### src/rtl/router_fsm.sv
// Packet-sequencing controller for the 1x3 router: walks each packet through
// header decode, payload/parity load and parity check, and drives the write/busy strobes.
module router_fsm (
    input  logic       clk,
    input  logic       rstn,
    input  logic       pkt_valid,
    input  logic [1:0] data_in,
    input  logic       fifo_full,
    input  logic       fifo_empty_0,
    input  logic       fifo_empty_1,
    input  logic       fifo_empty_2,
    input  logic       soft_reset_0,
    input  logic       soft_reset_1,
    input  logic       soft_reset_2,
    input  logic       parity_done,
    input  logic       low_pkt_valid,
    output logic       detect_add,
    output logic       lfd_state,
    output logic       ld_state,
    output logic       laf_state,
    output logic       full_state,
    output logic       write_enb_reg,
    output logic       rst_int_reg,
    output logic       busy
);

    localparam logic [2:0] DECODE_ADDRESS     = 3'd0;
    localparam logic [2:0] LOAD_FIRST_DATA    = 3'd1;
    localparam logic [2:0] LOAD_DATA          = 3'd2;
    localparam logic [2:0] LOAD_PARITY        = 3'd3;
    localparam logic [2:0] FIFO_FULL_STATE    = 3'd4;
    localparam logic [2:0] LOAD_AFTER_FULL    = 3'd5;
    localparam logic [2:0] WAIT_TILL_EMPTY    = 3'd6;
    localparam logic [2:0] CHECK_PARITY_ERROR = 3'd7;

    logic [2:0] state;
    logic [2:0] next_state;
    logic [1:0] addr_q;
    logic [3:0] empty_vec;
    logic [3:0] srst_vec;
    logic       hdr_ok;
    logic       hdr_empty;
    logic       cur_empty;
    logic       cur_srst;

    // Slot 3 has no port: it reads as not-empty and never soft-resets.
    assign empty_vec = {1'b0, fifo_empty_2, fifo_empty_1, fifo_empty_0};
    assign srst_vec  = {1'b0, soft_reset_2, soft_reset_1, soft_reset_0};

    assign hdr_ok    = pkt_valid && (data_in != 2'd3);
    assign hdr_empty = empty_vec[data_in];
    assign cur_empty = empty_vec[addr_q];
    assign cur_srst  = srst_vec[addr_q];

    always_ff @(posedge clk or negedge rstn) begin
        if (!rstn) begin
            state  <= DECODE_ADDRESS;
            addr_q <= 2'd0;
        end else begin
            state <= next_state;
            if (state == DECODE_ADDRESS && pkt_valid)
                addr_q <= data_in;
        end
    end

    always_comb begin
        next_state = state;
        unique case (state)
            DECODE_ADDRESS: begin
                if (hdr_ok)
                    next_state = hdr_empty ? LOAD_FIRST_DATA : WAIT_TILL_EMPTY;
            end
            LOAD_FIRST_DATA: next_state = LOAD_DATA;
            LOAD_DATA: begin
                if (fifo_full)
                    next_state = FIFO_FULL_STATE;
                else if (!pkt_valid)
                    next_state = LOAD_PARITY;
            end
            LOAD_PARITY: next_state = CHECK_PARITY_ERROR;
            FIFO_FULL_STATE: begin
                if (!fifo_full)
                    next_state = LOAD_AFTER_FULL;
            end
            LOAD_AFTER_FULL: begin
                if (parity_done)
                    next_state = DECODE_ADDRESS;
                else if (low_pkt_valid)
                    next_state = LOAD_PARITY;
                else
                    next_state = LOAD_DATA;
            end
            WAIT_TILL_EMPTY: begin
                if (cur_empty)
                    next_state = LOAD_FIRST_DATA;
            end
            CHECK_PARITY_ERROR: begin
                next_state = fifo_full ? FIFO_FULL_STATE : DECODE_ADDRESS;
            end
            default: next_state = DECODE_ADDRESS;
        endcase
        // Per-port read timeout aborts the packet from anywhere past header decode.
        if (state != DECODE_ADDRESS && cur_srst)
            next_state = DECODE_ADDRESS;
    end

    assign detect_add    = (state == DECODE_ADDRESS);
    assign lfd_state     = (state == LOAD_FIRST_DATA);
    assign ld_state      = (state == LOAD_DATA);
    assign laf_state     = (state == LOAD_AFTER_FULL);
    assign full_state    = (state == FIFO_FULL_STATE);
    assign rst_int_reg   = (state == CHECK_PARITY_ERROR);
    assign write_enb_reg = (state == LOAD_DATA) || (state == LOAD_PARITY) ||
                           (state == LOAD_AFTER_FULL);
    assign busy          = !((state == DECODE_ADDRESS) || (state == LOAD_DATA));

endmodule

### config.mk
export PLATFORM = sky130hd
export DESIGN_NAME = router_fsm
export DESIGN_NICKNAME = d
export VERILOG_FILES = /design/src/rtl/router_fsm.sv
export SDC_FILE = /design/constraint.sdc
export NUM_CORES = 1
export LEC_CHECK = 0
export ABC_AREA = 1
export ABC_CLOCK_PERIOD_IN_PS = 1300
export CORE_MARGIN = 5
export CORE_UTILIZATION = 41
export DETAILED_ROUTE_END_ITERATION = 10
export PLACE_DENSITY = 0.77
export SYNTH_ARGS = -nofsm -noshare
export SYNTH_HDL_FRONTEND = slang
export SYNTH_SLANG_ARGS = --single-unit
### constraint.sdc
create_clock -name clk -period 1.3 [get_ports clk]
set_input_delay 0.13 -clock clk [delete_from_list [all_inputs] [get_ports clk]]
set_output_delay 0.13 -clock clk [all_outputs]
set_load 0.05 [all_outputs]
After elaboration in Yosys (flattened, before gate mapping)
Cells that the tools add are included.
Cells by class
  add/sub/neg operators: 0
  $mul: 0
  div/mod/pow operators: 0
  order comparisons: 2
  eq/ne operators: 12
  shifts and indexed selects: 0
  mux-type cells: 17
  bitwise gates (word level): 0
  reduce and logical (&&, ||, !) cells: 10
Operators with widths (count)
  2-to-1 mux 3 bit: 8
  one-hot mux 3 bit (8 select lines): 1
  equality test 3 bit (second input constant): 4
  binary-select mux 1 bit (select 2 bit): 3
  equality test 3 x 2 -> 1 bit (second input constant): 2
  < comparator 2 x 3 -> 1 bit (second input constant): 2
  2-to-1 mux 1 bit: 4
  != test 4 x 3 -> 1 bit (second input constant): 1
  AND reduction 4 bit: 1
  equality test 3 x 1 -> 1 bit (second input constant): 1
  logical AND 1 bit: 3
  zero test 3 bit: 1
  logical OR 1 bit: 3
  != test 3 x 1 -> 1 bit (second input constant): 1
  != test 3 x 2 -> 1 bit (second input constant): 1
  != test 3 bit (second input constant): 1
  nonzero test 3 bit: 1
  2-to-1 mux 2 bit: 1
  != test 2 bit (second input constant): 1
  zero test 1 bit: 1
Storage, ports and cells
  bits in registers: 5
  latch bits: 0
  bits in writable memories: 0
  memory bits (read-only): 0
  bits of input ports: 14
  output and inout port bits: 8
  logic and storage cells: 43
  memories: 0

Longest topological paths before layout
  depth after elaboration: 6
  mapped depth: 9
  depth with buffers taken out: 9

Least setup slack after synthesis
Ideal clock, no wire load.
  path kind: flip-flop to output port
  start: register state[0]
  end: output port write_enb_reg
  data arrival time: 1679 ps
  path slack: -509 ps
  cell stages (with the launch flop): 3
  cell sequence: dfrtp_1 > nand2_2 > o21ai_0
Between the ends
  longest elaborated chain between the ends: 3
RTL lines
  start, declared: line 36  | logic [2:0] state;
  start signal, assigned: line 60  | state <= next_state;
  equality test 3 x 2 -> 1 bit: line 113  | assign write_enb_reg = (state == LOAD_DATA) || (state == LOAD_PARITY) ||
  logical OR 1 bit: line 113
  logical OR 1 bit *: line 113
  end, declared: line 22  | output logic write_enb_reg,
Every way passes the cells marked *; elsewhere a longest branch is shown, timed or not.

Final worst setup path
  start: register state[1]
  end: output port busy
Between the ends
  longest elaborated chain between the ends: 3
RTL lines
  equality test 3 x 2 -> 1 bit or zero test 3 bit (tied branches): line 115  | assign busy = !((state == DECODE_ADDRESS) || (state == LOAD_DATA));
  logical OR 1 bit *: line 115
  zero test 1 bit *: line 115
  end, declared: line 24  | output logic busy
Marks and branches as above.

==> flow_summary.toml <==
[status]
status = "finished, violations left"
violations = "negative setup slack"

[layout]
final_cells = 140
area_growth_pct = 97.42
fillers = 83
design_area_mm2 = 0.001052
final_util_pct = 82.94
num_antenna_cells = 0
regArea_um2 = 127.6
finish.net_count = 140
drive_gt1_share_pct = 41.60
multi_input_area_um2 = 411.6

[detailed_routing]
via_per_inst = 4.786
drt_iter0_drc = 18
drt_wl_total_um = 1646
first_pass_iters = 4
route.detailed.drc = 0
routedWlPerCell_um = 11.76
via_count = 670
ant_nets = 0

[place]
place_area_um2 = 900.9
post-dp-hpwl_um = 1264
dp.cells = 131
port_buffers = 21
place_congestion = 0.8392
preCtsSetupSlack_ns = -0.1226

[timing]
period_needed_ns = 1.344
rsz0062_at_grt = "true"
post-route-period-util_pct = 103.4
tightest_slew_ns = 0.2515
fin_worst_skew_ns = 0.003561
fmax_mhz = 744.0
slew_violations = 0
hold_viol_final = 0
relSlewSlack_pct = 83.24
setup_slack_ns = -0.04405
finalSetupViolations = 7
fin_setup_tns_ns = -0.1700

[pwr]
peakVddDrop_mv = 1.831
sw_frac_of_total_pct = 50.88
power_frac_seq_pct = 11.7
pwr-share-comb_pct = 82.2
clkPwrFrac_pct = 6.1
powerDensity_mw_per_mm2 = 2672
p_sw_uw = 1431
p_leak_uw = 0.0005270
intPower_uw = 1381

[global_route]
antenna_found_initial = 0
grt_overflow = 0
grt_pass1_wl_um = 2670
grt_max_degree = 8
grt_pass1_vias = 633
grt_usage_pct = 17.96

[critical_path]
crit_slowest_cell = "dfrtp_2"
path_cells = "nor2_4 > nand2_4 > o21ai_2 > inv_2 > buf_12"
worstSetupPathType = "reg -> out"
crit_family = "flip-flops"
startpoint_type = "flop"
cp-end-kind = "output port"
slowest_delay_ns = 0.46
path_buf_inv = 2
required_ns = 1.17
path_max_fanout = 5
worstPathArrival_ns = 1.21

[die]
pin_count = 22
row_count = 13
die_h_um = 46.06
fp.coreArea_mm2 = 0.001269
start_util_pct = 42.01
die_area_mm2 = 0.002121
die_w_um = 46.06

[synthesis]
ys_warn_count = 0
synth_cell_types = 17
syn_avg_cell_area_um2 = 5.922
synth_cells = 90
synth.yosys.seq_area_share_pct = 23.47
syn-num-nets = 104
synth_area_um2 = 533.0
synth-seq-cells = 5

[job]
maxCapViolations = 0

[cts]
clockBufferDepth = 2
cts_hold_buf = 0
ctsHtreeMaxLevel = 1
cts_root_buf = "clkbuf_4"
clkTransAtPathRegs_ns = 0.04
cts_sinks = 5
cts_tree = "done"
cts_buffers = 3
worstSkewPairLatency_ns = 0.23

[hold_path]
min_path_type = "in -> async"
==> layout by cell type (no fill, tap or decap), types with 2 or more instances in the layout <==
cell type         n
clkbuf_4          3
dfrtp_1           3
dfrtp_2           2
nand3_2           2
a21oi_1           5
inv_2             5
nor2_4            7
buf_6             5
nand3_1           7
inv_4             2
nand2_2           4
nor2_1           11
inv_1            12
buf_4             5
nand2_1          16
clkdlybuf4s50_1  13
buf_12            8
nand2_4           4
o21ai_2           2
==> through the flow <==
step           total power [µW]  hold WS [ns]
6_report                   2811        0.1114
5_1_grt                    2998        0.1123
4_1_cts                    2666        0.1118
3_5_place_dp               2220        0.3635
3_3_place_gp               2167        0.3560
2_1_floorplan              1441       -0.1656
==> synth_stat cells <==
library cell	n	share of area (%)
nor2_1	12	8.5
nor2_2	4	4.7
or2_1	1	1.2
nand2_2	3	3.5
nand3b_1	1	1.4
o211ai_1	1	1.4
o21ai_0	4	3.8
nand3_2	2	3.8
inv_2	2	1.4
o21ai_2	1	1.6
dfrtp_1	5	23
nand2_1	20	14
nor2_4	2	4.2
inv_1	18	13
nand2_4	1	2.1
a21oi_1	6	5.6
nand3_1	7	6.6
==> cell families after synthesis <==
family / share of synthesized area [%]
compound gates: 12.44
flops: 23.47
simple gates: 50.00
buf+inv: 14.08
==> flip-flops by register name (all words and copies together), names as in the netlist <==
register / flops
addr_q: 2
state: 3
==> metal layers <==
metal / wire length [µm] / part of all wire [%] / GRT usage, %
met4: 48 / 2.9 / 9.659
met2: 891 / 54 / 31.87
met1: 620 / 38 / 19.91
met3: 85 / 5.2 / 3.125
met5: 0 / 0 / 0
==> power by group through the flow <==
stage | clock network (µW) | logic (µW) | registers (µW)
after global placement | 0 | 1860 | 304
final | 170 | 2310 | 330
after CTS | 176 | 2170 | 323
after floorplan | 0 | 1110 | 333
after global routing | 190 | 2470 | 342
after detailed placement | 0 | 1910 | 305
==> final timing paths <==
path	from	end	slack (ns)	cells past startpoint
min reg2reg	addr_q[1]	addr_q[1]	0.59	2
min	rstn	addr_q[1]	0.11	1
min in group clk	addr_q[1]	addr_q[1]	0.59	2
max reg2reg	state[1]	state[2]	-0.03	9
max in group asynchronous	rstn	state[0]	0.98	1
max	state[1]	busy	-0.04	5
==> area by class of cell <==
| class | count | area share, % |
|---|---|---|
| multi-input cells | 65 | 39.12 |
| repair buffers | 31 | 36.50 |
| flip-flops and latches | 5 | 12.13 |
| inverters | 20 | 7.967 |
| clock buffers | 4 | 2.497 |
| well taps | 15 | 1.784 |
==> repair_timing <==
action | in CTS | in global routing
pin swaps | 6 | 8
setup endpoints to repair | 9 | 13
cloned | 0 | 0
resized for setup | 14 | 15
buffers inserted | 5 | 0
Power figures use the tool's default switching activity.
